<file path="config.mk">
export PLATFORM = sky130hd
export DESIGN_NAME = down_counter_4bit_ld_flat
export DESIGN_NICKNAME = d
export VERILOG_FILES = /design/src/rtl/down_counter_4bit_ld_if.sv /design/src/rtl/down_counter_4bit_ld.sv /design/src/flat_wrapper.sv
export SDC_FILE = /design/constraint.sdc
export NUM_CORES = 1
export LEC_CHECK = 0
export BUFFER_PORTS_ARGS = -buffer_cell sky130_fd_sc_hd__buf_4
export CORE_AREA = 5 5 42 44
export CTS_CLUSTER_SIZE = 40
export DETAILED_ROUTE_END_ITERATION = 8
export DIE_AREA = 0 0 47 49
export PLACE_DENSITY = 0.7
export SLEW_MARGIN = 20
export SYNTH_ARGS = -nofsm -noshare
export SYNTH_HDL_FRONTEND = slang
export SYNTH_SLANG_ARGS = --single-unit
</file>
<file path="constraint.sdc">
create_clock -name clk -period 4.3 [get_ports clk]
set_clock_uncertainty 0.15 [all_clocks]
set_input_delay 0 -clock clk [delete_from_list [all_inputs] [get_ports clk]]
set_output_delay 0 -clock clk [all_outputs]
set_load 0.05 [all_outputs]
</file>
<file path="src/rtl/down_counter_4bit_ld_if.sv">
// Control/status bundle for the loadable down counter.
// The master side drives enable, load and mode; the slave side returns
// the registered count, the terminal-count pulse and the armed flag.
interface down_counter_4bit_ld_if #(
   parameter int WIDTH = 4
);
   logic             en;
   logic             load;
   logic [WIDTH-1:0] load_val;
   logic             periodic;
   logic [WIDTH-1:0] count;
   logic             tc;
   logic             running;

   modport master (
      output en,
      output load,
      output load_val,
      output periodic,
      input  count,
      input  tc,
      input  running
   );

   modport slave (
      input  en,
      input  load,
      input  load_val,
      input  periodic,
      output count,
      output tc,
      output running
   );
endinterface

</file>
<file path="src/rtl/down_counter_4bit_ld.sv">
// Loadable down counter with reload register, count enable and a
// one-cycle terminal-count pulse. Periodic mode reloads after reaching
// zero; one-shot mode disarms on the 1->0 step. The counter never wraps
// below zero: the step after zero is either a reload or a stop.
module down_counter_4bit_ld #(
   parameter int               WIDTH   = 4,
   parameter logic [WIDTH-1:0] RST_VAL = {WIDTH{1'b1}}
) (
   input logic                     clk,
   input logic                     rst,
   down_counter_4bit_ld_if.slave   bus
);

   logic [WIDTH-1:0] count_reg;
   logic [WIDTH-1:0] reload_reg;
   logic             running_reg;
   logic             tc_reg;

   logic [WIDTH-1:0] count_next;
   logic [WIDTH-1:0] reload_next;
   logic             running_next;
   logic             tc_next;

   // Next-state decode: load beats counting; tc is a pulse so it defaults low.
   always_comb begin
      count_next   = count_reg;
      reload_next  = reload_reg;
      running_next = running_reg;
      tc_next      = 1'b0;
      if (bus.load) begin
         // Restart from the new value; any pending terminal step is dropped.
         count_next   = bus.load_val;
         reload_next  = bus.load_val;
         running_next = (bus.load_val != {WIDTH{1'b0}});
      end else if (bus.en && running_reg) begin
         if (count_reg > {{(WIDTH-1){1'b0}}, 1'b1}) begin
            count_next = count_reg - {{(WIDTH-1){1'b0}}, 1'b1};
         end else if (count_reg == {{(WIDTH-1){1'b0}}, 1'b1}) begin
            // The mode is sampled only here, on the 1->0 step.
            count_next   = {WIDTH{1'b0}};
            tc_next      = 1'b1;
            running_next = bus.periodic;
         end else begin
            // Sitting at zero while armed: only reachable in periodic mode.
            count_next = reload_reg;
            if (reload_reg == {WIDTH{1'b0}}) begin
               running_next = 1'b0;
            end else begin
               running_next = 1'b1;
            end
         end
      end else begin
         count_next   = count_reg;
         reload_next  = reload_reg;
         running_next = running_reg;
      end
   end

   // State register: async reset arms the counter at RST_VAL.
   always_ff @(posedge clk or posedge rst) begin
      if (rst) begin
         count_reg   <= RST_VAL;
         reload_reg  <= RST_VAL;
         running_reg <= 1'b1;
         tc_reg      <= 1'b0;
      end else begin
         count_reg   <= count_next;
         reload_reg  <= reload_next;
         running_reg <= running_next;
         tc_reg      <= tc_next;
      end
   end

   assign bus.count   = count_reg;
   assign bus.tc      = tc_reg;
   assign bus.running = running_reg;

endmodule
</file>
<file path="src/flat_wrapper.sv">
// flat-port wrapper written by rule: the top's interface ports become plain ports
module down_counter_4bit_ld_flat 
#(
   parameter int               WIDTH   = 4,
   parameter logic [WIDTH-1:0] RST_VAL = {WIDTH{1'b1}}
)
  (clk, rst, bus_en, bus_load, bus_load_val, bus_periodic, bus_count, bus_tc, bus_running);
  down_counter_4bit_ld_if #(.WIDTH(WIDTH)) bus_i ();
  input logic clk;
  input logic rst;
  input wire logic [$bits(bus_i.en)-1:0] bus_en;
  input wire logic [$bits(bus_i.load)-1:0] bus_load;
  input wire logic [$bits(bus_i.load_val)-1:0] bus_load_val;
  input wire logic [$bits(bus_i.periodic)-1:0] bus_periodic;
  output wire logic [$bits(bus_i.count)-1:0] bus_count;
  output wire logic [$bits(bus_i.tc)-1:0] bus_tc;
  output wire logic [$bits(bus_i.running)-1:0] bus_running;
  assign bus_i.en = bus_en;
  assign bus_i.load = bus_load;
  assign bus_i.load_val = bus_load_val;
  assign bus_i.periodic = bus_periodic;
  assign bus_count = bus_i.count;
  assign bus_tc = bus_i.tc;
  assign bus_running = bus_i.running;
  down_counter_4bit_ld #(.WIDTH(WIDTH), .RST_VAL(RST_VAL)) u_core (.clk(clk), .rst(rst), .bus(bus_i));
endmodule
</file>
Yosys cells after proc, flatten, opt, wreduce, memory -nomap -nowiden
Index checks and enable logic that the tools add are counted.
{"block": "op_classes", "mul": 0, "shifts": 0, "muxes": 13, "reduce_logical": 5, "n_lt_le_gt_ge": 1, "addsub": 1, "n_eq_ne": 2, "div_mod_pow": 0, "bitwise": 0}
{"op": "4-bit 2-to-1 mux", "n": 4}
{"op": "1-bit 2-to-1 mux", "n": 9}
{"op": "4-bit by 1-bit == test with 1-bit output (second input constant)", "n": 1}
{"op": "4-bit by 1-bit greater-than comparator with 1-bit output (second input constant)", "n": 1}
{"op": "4-bit logical NOT", "n": 1}
{"op": "4-bit nonzero test", "n": 1}
{"op": "4-bit by 1-bit subtractor with 4-bit output (second input constant)", "n": 1}
{"op": "2-bit inequality test (second input constant)", "n": 1}
{"op": "2-bit AND reduction", "n": 1}
{"op": "2-bit nonzero test", "n": 1}
{"op": "1-bit logical AND", "n": 1}
{"block": "word_totals", "ram_bits": 0, "elab_cells": 26, "ff_bits": 10, "n_memories": 0, "output_inout_bits": 6, "rom_bits": 0, "latch_bits": 0}

Logic depth before layout (Yosys ltp)
{"block": "logic_depth", "ltp_word": 6, "ltp_mapped": 6, "ltp_nobuf": 6}

Worst setup path before layout
Ideal clock, no wire load.
{"block": "synth_path", "kind": "register to register", "startpoint": "register u_core.count_reg[0], in the netlist u_core.bus.count[0]", "endpoint": "register u_core.count_reg[0], in the netlist u_core.bus.count[0]", "stages_incl_launch_ff": 7, "period_less_slack_ns": 1.926, "t_required_ns": 4.064, "setup_slack_ns": 2.374, "t_arrival_ns": 1.690, "path_buffers": 0, "setup_ns": 0.086, "cell_sequence": "dfstp_2 -> inv_1 -> ha_1 -> nor2_1 -> nor3_1 -> o311a_1 -> o31ai_2"}
{"block": "synth_between", "elab_chain_len": 5, "elab_cells_between_ends": 7, "cone_classes": "1 x add/sub; 1 x order compare; 1 x eq/ne; 4 x mux"}
{"item": "from (decl)", "line_no": "down_counter_4bit_ld.sv:14", "text": "logic [WIDTH-1:0] count_reg;"}
{"item": "from (signal assigned)", "line_no": "down_counter_4bit_ld.sv:67", "text": "count_reg <= count_next;"}
{"item": "parallel branches: the longest is 2 deep, another holds 4-bit by 1-bit subtractor with 4-bit output"}
{"item": "4-bit 2-to-1 mux *", "line_no": "down_counter_4bit_ld.sv:36", "text": "if (count_reg > {{(WIDTH-1){1'b0}}, 1'b1}) begin"}
{"item": "4-bit 2-to-1 mux *", "line_no": "down_counter_4bit_ld.sv:35", "text": "end else if (bus.en && running_reg) begin"}
{"item": "4-bit 2-to-1 mux *", "line_no": "down_counter_4bit_ld.sv:30", "text": "if (bus.load) begin"}
Every way passes the cells marked *. The select of a mux whose other input is x is not followed.
A chain may end at the register's enable or synchronous reset.

Worst setup path in the final report
Ends and elaborated chain as after synthesis.

==> impl_metrics.prom <==
# TYPE chip_impl_metric gauge
chip_impl_metric{name="grt_first_pass_wirelength",unit="mm"} 2.201
chip_impl_metric{name="layout.cells.non_filler",unit=""} 104
chip_impl_metric{name="place_ws",unit="ps"} 2517
chip_impl_metric{name="flop_and_latch_count_out_of_synthesis",unit=""} 10
chip_impl_info{name="critical_path.endpoint_type",value="flip-flop"} 1
chip_impl_metric{name="dr.pass1.iters",unit=""} 4
chip_impl_metric{name="timing.critical_path.arrival",unit="ps"} 2420
chip_impl_info{name="hold_class",value="input port to asynchronous set/reset pin"} 1
chip_impl_metric{name="final_critical_path_setup_slack",unit="ps"} 1938
chip_impl_info{name="reg2reg_to",value="u_core.bus.count[0]"} 1
chip_impl_metric{name="post-layout-total-power",unit="uW"} 285.3
chip_impl_metric{name="fp-row-count",unit=""} 14
chip_impl_metric{name="synth_cell_types",unit=""} 30
chip_impl_metric{name="start_util",unit=""} 0.4125
chip_impl_metric{name="number_of_enable_flip_flop_cells_after_synthesis",unit=""} 0
chip_impl_info{name="startpoint",value="u_core.bus.count[0]"} 1
chip_impl_metric{name="drv_slew",unit=""} 0
chip_impl_metric{name="post_cts_hold_buffer_count",unit=""} 13
chip_impl_info{name="rsz0062_at_grt",value="no"} 1
chip_impl_info{name="worst-setup-path-type",value="flip-flop to flip-flop"} 1
chip_impl_metric{name="first_iter_violations",unit=""} 6
chip_impl_metric{name="ys_seq_area_frac",unit=""} 0.4524
chip_impl_info{name="regToRegStartpoint",value="u_core.bus.count[0]"} 1
chip_impl_metric{name="cellPowerDensity",unit="mW/mm2"} 338.4
chip_impl_info{name="tritoncts",value="built"} 1
chip_impl_metric{name="cts_num_sinks",unit=""} 10
chip_impl_info{name="critPathLaunchType",value="flip-flop"} 1
chip_impl_metric{name="design.core.area",unit="mm2"} 0.001401
chip_impl_info{name="layout.cells.most_common",value="buf_4"} 1
chip_impl_metric{name="route.detailed.drc",unit=""} 0
chip_impl_metric{name="worst-path-max-fanout",unit=""} 6
chip_impl_metric{name="max_slew.worst_pin.slew",unit="ps"} 380.8
chip_impl_metric{name="synthesis.area_per_instance",unit="um2"} 9.798
chip_impl_metric{name="fin_setup_tns",unit="ps"} 0
chip_impl_metric{name="cts-resized-gates",unit=""} 0
chip_impl_metric{name="final.hold.worst_slack",unit="ps"} 106.7
chip_impl_metric{name="maxSlewHeadroom",unit=""} 0.7459
chip_impl_metric{name="drt_wl_total",unit="mm"} 1.335
chip_impl_metric{name="worst_skew_late_latency",unit="ps"} 270
chip_impl_metric{name="track_usage",unit=""} 0.1294
chip_impl_metric{name="peakVddDrop",unit="mV"} 0.1999
chip_impl_metric{name="flow.area_growth_from_synthesis",unit="%"} 45.89
chip_impl_metric{name="worst_setup_hold_path_clk_slew",unit="ps"} 70
chip_impl_metric{name="timing.final.crit_share",unit=""} 0.5494
chip_impl_metric{name="grt_start_max_net_pins",unit=""} 15
chip_impl_metric{name="achievable-frequency",unit="MHz"} 423.3
chip_impl_metric{name="numCtsBuffers",unit=""} 3
chip_impl_metric{name="vias_per_cell",unit=""} 5.433
chip_impl_info{name="most_frequent_cells_in_the_layout",value="buf_4 (14), dlygate4sd3_1 (13), dfstp_2 (9), inv_1 (6), nand2_1 (5)"} 1
chip_impl_metric{name="routed-via-count",unit=""} 565
chip_impl_metric{name="max_cap_violations",unit=""} 0
chip_impl_metric{name="fp.dieH",unit="um"} 49
chip_impl_metric{name="post-cts-setup-buffers",unit=""} 0
chip_impl_metric{name="postSynthCellCount",unit=""} 59
chip_impl_metric{name="top_level_ports",unit=""} 15
chip_impl_metric{name="hpwl",unit="um"} 984.1
chip_impl_metric{name="drive_above_1_share",unit=""} 0.3750
chip_impl_metric{name="finalSetupViolCount",unit=""} 0
chip_impl_metric{name="layout.filler_cells",unit=""} 133
chip_impl_info{name="clock-root-buffer",value="clkbuf_4"} 1
chip_impl_metric{name="final-hold-violation-count",unit=""} 0
chip_impl_metric{name="overflow",unit=""} 0
chip_impl_metric{name="async_reset_ff_frac",unit=""} 1.000
chip_impl_metric{name="route.antenna.remaining_nets",unit=""} 0
chip_impl_metric{name="critical_path_required",unit="ps"} 4360
chip_impl_metric{name="mappedNetlistArea",unit="um2"} 578.1
chip_impl_metric{name="number_of_diodes_added_for_antenna_fixing",unit=""} 0
chip_impl_metric{name="port_buffers",unit=""} 14
chip_impl_metric{name="gpl.final_weighted_congestion",unit=""} 0.8546
chip_impl_info{name="outcome",value="finished, final reports clean"} 1
chip_impl_metric{name="post-route-min-period",unit="ps"} 2362
chip_impl_metric{name="design.final.nets",unit=""} 100
chip_impl_metric{name="die_width",unit="um"} 47
chip_impl_metric{name="grt_pass1_vias",unit=""} 542
chip_impl_metric{name="synth.net_count",unit=""} 70
chip_impl_metric{name="dpl.cell_count",unit=""} 87
chip_impl_metric{name="clockBufferDepth",unit=""} 2
chip_impl_metric{name="reg2reg_slack",unit="ps"} 1940
chip_impl_metric{name="antenna_violations_before_repair",unit=""} 0
chip_impl_metric{name="routed_wire_length_per_instance",unit="um"} 12.84
chip_impl_metric{name="cellLeakagePower",unit="nW"} 0.3654
chip_impl_metric{name="htree_num_levels",unit=""} 1
chip_impl_metric{name="warnings_from_yosys",unit=""} 0
chip_impl_info{name="ys_dominant_reg_cell",value="dfstp_2"} 1
chip_impl_metric{name="design.die.area",unit="mm2"} 0.002303
chip_impl_metric{name="rr_worst_depth",unit=""} 7
## through the flow
stage	cell area, um2	utilization
2_1_floorplan	578.1	-
3_3_place_gp	686.9	0.4902
3_5_place_dp	686.9	0.4902
4_1_cts	843.3	0.6018
5_1_grt	843.3	0.6018
6_report	843.3	0.6018
## cell usage after synthesis, drive strengths merged (2+ instances only)
cell   number  area share
nor2        4       0.026
buf         2       0.028
a31oi       2       0.022
nand2       6       0.043
o21ai       3       0.026
a22oi       2       0.026
and3        2       0.024
nor3        4       0.043
dfstp       9        0.41
ha          2       0.043
mux2        3       0.058
inv         6       0.039
## worst max-delay path: stages, from the launching register on
cell           delay [ps]
dfstp_2               580
inv_1                  60
ha_1                  260
nor2_1                110
nor3_1                 60
o311a_1               300
o31ai_2               220
dlygate4sd3_1         570
## cell families after synthesis
group	synth area share
simple gates	0.2013
compound gates	0.1602
flops	0.4524
buf+inv	0.06709
mux	0.07575
fa+ha+maj	0.04328
## power breakdown
part           switching [mW]  internal [mW]
Sequential             0.0115          0.111
Combinational          0.0502         0.0415
Clock                  0.0355         0.0359
Total                  0.0972          0.188
## area by class of cell
type | instances | area [um2] | area share
well taps | 16 | 20.02 | 0.02374
repair buffers | 27 | 235.2 | 0.2789
clock buffers | 4 | 26.28 | 0.03116
flip-flops and latches | 10 | 261.5 | 0.3101
multi-input cells | 41 | 277.8 | 0.3294
inverters | 6 | 22.52 | 0.02671
## worst max-delay path by stage
stage,endpoint,slack [ps],cells past startpoint
3_5_place_dp,u_core.bus.count[0],2520,6
3_3_place_gp,u_core.bus.count[2],2530,6
5_1_grt,u_core.bus.count[0],1810,7
2_1_floorplan,u_core.bus.count[0],2370,6
6_report,u_core.bus.count[0],1940,7
4_1_cts,u_core.bus.count[0],1960,7
## layer usage
layer  wire length (um)  track usage  vias up  share of wire
li1                   -            -      272              -
met1                585       0.1674      256           0.44
met2                594       0.1968       27           0.44
met3                102      0.02583       10          0.076
met4                 53      0.06452        0          0.040
met5                  0            0        -              0
Note: power is estimated with default switching activity, not from simulation.
